### src/rtl/regfile_onehot_wr_pkg.sv
// Shared widths for the write-register decoder and the register file it feeds.
package regfile_onehot_wr_pkg;

    localparam int unsigned REGNUM  = 32;
    localparam int unsigned WIDTH   = 32;
    localparam int unsigned KEY_LEN = 5;
    localparam int unsigned CNT_W   = 16;

    typedef logic [WIDTH-1:0]   data_t;
    typedef logic [KEY_LEN-1:0] key_t;
    typedef logic [REGNUM-1:0]  onehot_t;

endpackage

### src/rtl/regfile_onehot_wr_onehot_check.sv
// Combinational one-hot validator and OR-reduction index encoder.
module onehot_check
    import regfile_onehot_wr_pkg::*;
(
    input  logic [REGNUM-1:0]  i_vec,
    output logic               o_is_onehot,
    output logic [KEY_LEN-1:0] o_idx
);

    logic [REGNUM-1:0] w_low_cleared;

    // A vector is one-hot when non-zero and clearing its lowest set bit leaves nothing.
    assign w_low_cleared = i_vec & (i_vec - REGNUM'(1));
    assign o_is_onehot   = (i_vec != '0) && (w_low_cleared == '0);

    // Index bit b is the OR of every vector bit whose position has bit b set.
    always_comb begin
        o_idx = '0;
        for (int b = 0; b < KEY_LEN; b++) begin
            for (int i = 0; i < REGNUM; i++) begin
                if (((i >> b) & 1) == 1) begin
                    o_idx[b] = o_idx[b] | i_vec[i];
                end
            end
        end
    end

endmodule

### src/rtl/regfile_onehot_wr.sv
// Register file written through a one-hot enable vector; two execute read
// ports with optional write bypass, one debug port, sticky malformed-vector flag.
module regfile_onehot_wr
    import regfile_onehot_wr_pkg::*;
#(
    parameter int unsigned BYPASS = 1
) (
    input  logic               clk,
    input  logic               rst,
    input  logic               wen,
    input  logic [REGNUM-1:0]  wr_onehot,
    input  logic [WIDTH-1:0]   wdata,
    input  logic [KEY_LEN-1:0] raddr1,
    input  logic [KEY_LEN-1:0] raddr2,
    output logic [WIDTH-1:0]   rdata1,
    output logic [WIDTH-1:0]   rdata2,
    input  logic [KEY_LEN-1:0] dbg_addr,
    output logic [WIDTH-1:0]   dbg_data,
    output logic               onehot_err,
    output logic [CNT_W-1:0]   wr_count
);

    localparam logic BYPASS_EN = (BYPASS != 0);

    logic [WIDTH-1:0]   r_regs [REGNUM];
    logic               r_onehot_err;
    logic [CNT_W-1:0]   r_wr_count;

    logic               w_is_onehot;
    logic [KEY_LEN-1:0] w_idx;
    logic               w_commit;
    logic               w_illegal;
    logic               w_hit1;
    logic               w_hit2;

    onehot_check u_onehot_check (
        .i_vec       (wr_onehot),
        .o_is_onehot (w_is_onehot),
        .o_idx       (w_idx)
    );

    assign w_commit  = wen & w_is_onehot;
    assign w_illegal = wen & ~w_is_onehot;

    // Storage; register 0 is never written so it always reads zero.
    always_ff @(posedge clk or posedge rst) begin
        if (rst) begin
            for (int i = 0; i < REGNUM; i++) begin
                r_regs[i] <= '0;
            end
        end else if (w_commit && (w_idx != '0)) begin
            r_regs[w_idx] <= wdata;
        end
    end

    always_ff @(posedge clk or posedge rst) begin
        if (rst) begin
            r_onehot_err <= 1'b0;
            r_wr_count   <= '0;
        end else begin
            if (w_illegal) begin
                r_onehot_err <= 1'b1;
            end
            if (w_commit) begin
                r_wr_count <= r_wr_count + CNT_W'(1);
            end
        end
    end

    // Forward only committed writes to non-zero addresses.
    assign w_hit1 = BYPASS_EN && w_commit && (w_idx == raddr1);
    assign w_hit2 = BYPASS_EN && w_commit && (w_idx == raddr2);

    assign rdata1     = (raddr1 == '0) ? '0 : (w_hit1 ? wdata : r_regs[raddr1]);
    assign rdata2     = (raddr2 == '0) ? '0 : (w_hit2 ? wdata : r_regs[raddr2]);
    assign dbg_data   = r_regs[dbg_addr];
    assign onehot_err = r_onehot_err;
    assign wr_count   = r_wr_count;

endmodule

### config.mk
export PLATFORM = sky130hd
export DESIGN_NAME = regfile_onehot_wr
export DESIGN_NICKNAME = d
export VERILOG_FILES = /design/src/rtl/regfile_onehot_wr_pkg.sv /design/src/rtl/regfile_onehot_wr_onehot_check.sv /design/src/rtl/regfile_onehot_wr.sv
export SDC_FILE = /design/constraint.sdc
export NUM_CORES = 2
export LEC_CHECK = 0
export CAP_MARGIN = 20
export CORE_MARGIN = 3
export CORE_UTILIZATION = 35
export CTS_BUF_LIST = sky130_fd_sc_hd__clkbuf_4
export CTS_CLUSTER_SIZE = 8
export DETAILED_ROUTE_END_ITERATION = 10
export GPL_TIMING_DRIVEN = 0
export HOLD_SLACK_MARGIN = 0.12
export PLACE_DENSITY = 0.59
export RECOVER_POWER = 50
export SLEW_MARGIN = 10
export SYNTH_ARGS = -nofsm -noshare
export SYNTH_HDL_FRONTEND = slang
export SYNTH_SLANG_ARGS = --single-unit
### constraint.sdc
create_clock -name clk -period 32.8 [get_ports clk]
set_input_delay 4.92 -clock clk [delete_from_list [all_inputs] [get_ports clk]]
set_output_delay 4.92 -clock clk [all_outputs]
set_load 0.1 [all_outputs]
After elaboration in Yosys (flattened, before gate mapping)

Cells that the tools add are included.

Output and inout port bits: 113
Flip-flop bits (word level): 1041

Eq/ne operators: 2
Order comparisons: 5
Add/sub/neg operators: 2
Reductions and logical operators: 10
Bitwise logic cells: 83
Multiplexer cells: 16

Operator list:

| operator                                                              | count |
|---|---|
| 1024-bit bitwise mux                                                  | 1 |
| 32-bit binary-select mux with 5-bit select                            | 3 |
| 32-bit 2-to-1 mux                                                     | 11 |
| 32-bit demux with 5-bit select                                        | 1 |
| 1-bit bitwise OR                                                      | 75 |
| 32-bit AND                                                            | 1 |
| 32-bit zero test                                                      | 1 |
| 32-bit nonzero test                                                   | 1 |
| 32-bit by 1-bit subtractor with 32-bit output (second input constant) | 1 |
| 6-bit greater-or-equal comparator (second input constant)             | 4 |
| 5-bit NOT with 6-bit output                                           | 4 |
| 16-bit by 1-bit adder with 16-bit output (second input constant)      | 1 |
| 5-bit equality test                                                   | 2 |
| 5-bit zero test                                                       | 2 |
| 6-bit by 1-bit < comparator with 1-bit output (second input constant) | 1 |
| 1-bit logical AND                                                     | 5 |
| 5-bit nonzero test                                                    | 1 |
| 1-bit AND                                                             | 2 |
| 1-bit NOT                                                             | 1 |

Logic depth before layout (Yosys ltp)

Depth after elaboration: 21
Gate-level depth with buffers: 10
Mapped depth without buffers: 7

Cells and area by module

From an unflattened synthesis, not the netlist that was laid out.

Cell total of the unflattened synthesis: 4145
Area, all modules: 63054.2 µm²

Modules (own cells, without submodules):

| module            | times used | area each (µm²) | cells an instance |
|---|---|---|---|
| regfile_onehot_wr | 1          | 62468.7         | 4058 |
| onehot_check      | 1          | 585.6           | 87 |

Worst setup path before layout

No wires, ideal clock.

Path kind: input -> output
From: input port raddr1[0]
To: output port rdata1[10]
Arrival time: 8.972 ns
Data required time: 27.880 ns
Slack: 18.908 ns
Stages on the path: 10
Path through: clkbuf_1 buf_2 buf_1 clkbuf_1 buf_2 xor2_1 nor3_1 nand4_1 buf_2 mux2i_1

Longest elaborated chain between the ends: 6
Elaborated cells on any way between the ends: 9
Those cells by class: 1 x eq/ne; 5 x mux; 1 x bitwise; 2 x reduce/logical

Ends and longest elaborated chain:

| element                                              | RTL line                | text |
|---|---|---|
| from (decl)                                          | regfile_onehot_wr.sv:13 | `input logic [KEY_LEN-1:0] raddr1,` |
| 5-bit NOT with 6-bit output (not written as such)    | regfile_onehot_wr.sv:74 | `assign rdata1 = (raddr1 == '0) ? '0 : (w_hit1 ? wdata : r_regs[raddr1]);` |
| 32-bit binary-select mux with 5-bit select           | regfile_onehot_wr.sv:74 |  |
| 32-bit 2-to-1 mux (not written as such) (2 in a row) | regfile_onehot_wr.sv:74 |  |
| 32-bit 2-to-1 mux                                    | regfile_onehot_wr.sv:74 |  |
| 32-bit 2-to-1 mux *                                  | regfile_onehot_wr.sv:74 |  |
| to (decl)                                            | regfile_onehot_wr.sv:15 | `output logic [WIDTH-1:0] rdata1,` |

Mark *: on every way between the ends. The rest lies on a longest branch, timed or not. The select of a mux whose other input is x is not followed.

Worst setup path in the final report

From: input port wr_onehot[5]
To: output port rdata2[4]

Longest elaborated chain between the ends: 19
Elaborated cells on any way between the ends: 39
Those cells by class: 1 x add/sub; 1 x eq/ne; 2 x mux; 31 x bitwise; 4 x reduce/logical

Ends and longest elaborated chain:

| element                          | RTL line                             | text |
|---|---|---|
| from (decl)                      | regfile_onehot_wr.sv:11              | `input logic [REGNUM-1:0] wr_onehot,` |
| 1-bit bitwise OR (15 in a row)   | regfile_onehot_wr_onehot_check.sv:22 | `o_idx[b] = o_idx[b] \| i_vec[i];` |
| 5-bit equality test              | regfile_onehot_wr.sv:72              | `assign w_hit2 = BYPASS_EN && w_commit && (w_idx == raddr2);` |
| 1-bit logical AND *              | regfile_onehot_wr.sv:72              |  |
| 32-bit 2-to-1 mux * (2 in a row) | regfile_onehot_wr.sv:75              | `assign rdata2 = (raddr2 == '0) ? '0 : (w_hit2 ? wdata : r_regs[raddr2]);` |
| to (decl)                        | regfile_onehot_wr.sv:16              | `output logic [WIDTH-1:0] rdata2,` |

Mark *: on every way between the ends. The rest lies on a longest branch, timed or not.

==> summary.md <==
| Metric | Value |
|---|---|
| Status | finished, violations left |
| Violated checks | capacitance limit, slew limit |
| Dominant cells by area after synthesis | dfrtp_1 40%, mux4_2 33%, mux2_2 16% |
| Net Sw Frac | 29.0% |
| Top delay family on crit path | buffers and inverters |
| Async S/R FF share, synth | 100% |
| Post-synth cell types | 51 |
| CP max stage delay | 1310 ps |
| Vias per cell | 6.46 |
| VDD IR max | 37.2 uV |
| Final min period | 17560 ps |
| Vias in the first global route | 46.9k |
| Register area share after synthesis | 40.5% |
| Area taken by multi-input logic gates | 36400 um2 |
| P_sw | 809 uW |
| Syn avg cell area | 16.2 um2 |
| Post-route setup TNS | 0 ps |
| GR Util met2 | 42.3% |
| Worst path cell trace | dlygate4sd3_1 -> nor4_1 -> nand4_1 -> o31ai_1 -> o21ai_1 -> nor4b_1 -> clkbuf_1 -> nand4_1 -> buf_1 -> mux2i_1 -> clkdlybuf4s50_1 |
| CORE AREA | 182000 um2 |
| Gr ovfl total | 0 |
| CTS resizes | 0 |
| Die Area | 189000 um2 |
| Commonest non-fill, non-tap cell in the layout | dfrtp_1 |
| First-pass GRT wire length | 374 mm |
| Yosys warnings | 0 |
| Syn_nets | 4068 |
| Final Hold Viols | 0 |
| CTS tree | built |
| Post-synth EDFFs | 0 |
| Combinational fraction of design power | 10.0% |
| Worst Path Buf+Inv | 4 |
| GRT met1 Usage | 34.6% |
| Die Span Y | 435 um |
| Synth Register Bits | 1041 |
| FF-to-FF Start | wr_count[2]$_DFFE_PP0P_ |
| Antenna violations before repair | 19 |
| Port bufs | 181 |
| Starting Density | 35.4% |
| Min-delay src | wr_count[15]$_DFFE_PP0P_ |
| Max Slew Vio Count | 900 |
| Number of CTS-inserted buffers | 312 |
| Routed length per instance | 37.5 um |
| Worst path arrival time | 12640 ps |
| Met3 GRT Util | 9.87% |
| Reg power frac | 46.1% |
| Busiest grt layer | met2 |
| DR vias | 46.7k |
| Residual DRC | 0 |
| Tcrit/Tclk final | 53.5% |
| Critical Path Start | wr_onehot[5] |
| Clock Tree Buf Depth | 4 |
| Top-area cell type share of the netlist area | 40.5% |
| Data required, critical path | 27880 ps |
| GPL Wtd Cong | 0.955 |
| # fillers | 16.7k |
| CTS sink cnt | 1041 |
| Cell repeated most along the worst path | nand4_1 |
| Area Growth Syn to Fin | 15.2% |
| DRT iter0 DRCs | 6160 |
| ANT nets after route | 0 |
| Nets | 4678 |
| Worst setup path category | input pin to output port |
| Hold-fix buffer count after cts | 0 |
| Largest net degree at the start of global routing | 39 |
| Total area of sequential cells | 26100 um2 |
| Max cap viols | 26 |
| Worst slew pin tran | 2130 ps |
| PwrDens | 37.6 nW/um2 |
| Placed wire-length estimate | 194 mm |
| Std cell rows | 156 |
| Number of setup buffers added after CTS | 0 |
| Crit path capture type | output port |
| Max FO, Critical Path | 10 |
| Tot GR Track Use | 28.3% |
| Synthesized cell area | 64400 um2 |
| Drt total wl | 271 mm |
| Main synth FF type | dfrtp_1 |
| Max_slew headroom | -42.1% |
| RSZ-0062 raised after global routing | no |
| Setup violators final | 0 |
| 1st-pass router iterations | 8 |
| Power, Total | 2.78 mW |
| Die X | 435 um |
| Latest clock arrival within the worst-skew pair | 1320 ps |
| LEAKAGE | 33.2 nW |
| Most frequent cells in the layout | 1041 x dfrtp_1, 954 x mux4_2, 899 x mux2_2, 438 x clkbuf_4, 324 x clkbuf_1 |
| Type of origin of the critical path | input pin |
| Clock Skew | 12.0 ps |
| HP Class | register to register |
| Leading area contributor after synthesis | dfrtp_1 |
| FMAX | 56.9 MHz |
| Layout cells sized above 1 | 53.0% |
| Clock root buffer | clkbuf_4 |
| Slowest CP cell | clkdlybuf4s50_1 |
| Clock transition at the registers of the reported paths | 60 ps |
| Internal power | 1.98 mW |
| Clock Power Share | 43.9% |
| Boundary Pins | 195 |
| Synth Instances | 3985 |
| H-tree levels | 5 |
-- area by class of cell --
class                   count  area share, %
diodes                     18         0.0608
plain buffers             482           2.75
clock buffers             438           4.44
clock inverters            55          0.324
inverters                   9         0.0473
multi-input cells        2453           49.1
flip-flops and latches   1041           35.1
well taps                2449           4.13
repair buffers            296           4.06
-- metal layers --
layer / vias up / wire length, um
li1: 17500 / -
met1: 25200 / 99100
met2: 3209 / 122000
met3: 884 / 30100
met4: 4 / 20400
met5: - / 27
-- synthesized netlist by cell type (2+ instances only) --
| master | instances |
|---|---|
| nor4b_4 | 2 |
| buf_2 | 13 |
| nand2_1 | 140 |
| nor2_1 | 14 |
| o41ai_1 | 3 |
| buf_4 | 21 |
| o21ai_0 | 4 |
| and3_1 | 8 |
| a22oi_1 | 3 |
| o22a_1 | 2 |
| buf_1 | 114 |
| xor2_1 | 18 |
| o22ai_1 | 2 |
| xnor2_1 | 7 |
| mux2i_1 | 77 |
| nor4_2 | 2 |
| or4_1 | 4 |
| mux2_1 | 184 |
| nor4_1 | 14 |
| dfrtp_1 | 1041 |
| nand3_1 | 24 |
| nand4_1 | 18 |
| a2111oi_0 | 2 |
| or3_1 | 7 |
| and4_1 | 4 |
| mux4_2 | 954 |
| mux2_2 | 899 |
| clkbuf_1 | 334 |
| nor4_4 | 4 |
| or2_2 | 2 |
| inv_1 | 9 |
| nand2b_1 | 2 |
| a222oi_1 | 6 |
| nor3_1 | 30 |
-- logic make-up after synthesis --
group | share of synthesized area [%]
buf+inv | 3.01
xor+xnor | 0.340
compound gates | 0.362
fa+ha+maj | 0.0350
simple gates | 2.25
flops | 40.5
mux | 53.5
-- metrics by stage --
stage	util [%]	instance area, um2	instances	setup slack [ps]	hold WS, ps
2_1_floorplan	-	64400	3985	13530	458
3_3_place_gp	38.1	69200	6615	6420	453
3_5_place_dp	39.0	70900	6709	16080	466
4_1_cts	40.9	74400	7202	16060	477
5_1_grt	40.8	74100	7227	15410	494
6_report	40.8	74100	7241	15240	472
-- state kept, by name, summed over array words and instances (netlist names) --
signal / cells
wr_count: 16
r_regs: 1024
onehot_err: 1
-- path summary, 6_finish.rpt --
kind | endpoint | slack [ps] | cells past startpoint
setup / recovery | rdata2[4] | 15240 | 11
hold / removal | wr_count[15]$_DFFE_PP0P_ | 470 | 1
setup reg to reg | wr_count[9]$_DFFE_PP0P_ | 31020 | 5
hold reg to reg | wr_count[15]$_DFFE_PP0P_ | 470 | 1
max in group asynchronous | r_regs[430]$_DFFE_PP0P_ | 18460 | 9
min in group asynchronous | wr_count[13]$_DFFE_PP0P_ | 4030 | 2
-- power by group through the flow --
stage                     combinational [mW]  clock [mW]  sequential (mW)
final                                  0.278        1.22             1.28
after global routing                   0.285        1.31             1.28
after CTS                              0.281        1.24             1.28
after detailed placement               0.281           0             1.31
after global placement                 0.261           0             1.31
after floorplan                        0.139           0             1.31
-- worst reg2reg max path: cells and delay by family, from the launching register on --
family | cells | cell delay, ps
xor+xnor | 1 | 160
flops | 1 | 440
simple gates | 4 | 1090
No activity file was read; power rests on OpenSTA's default activity.
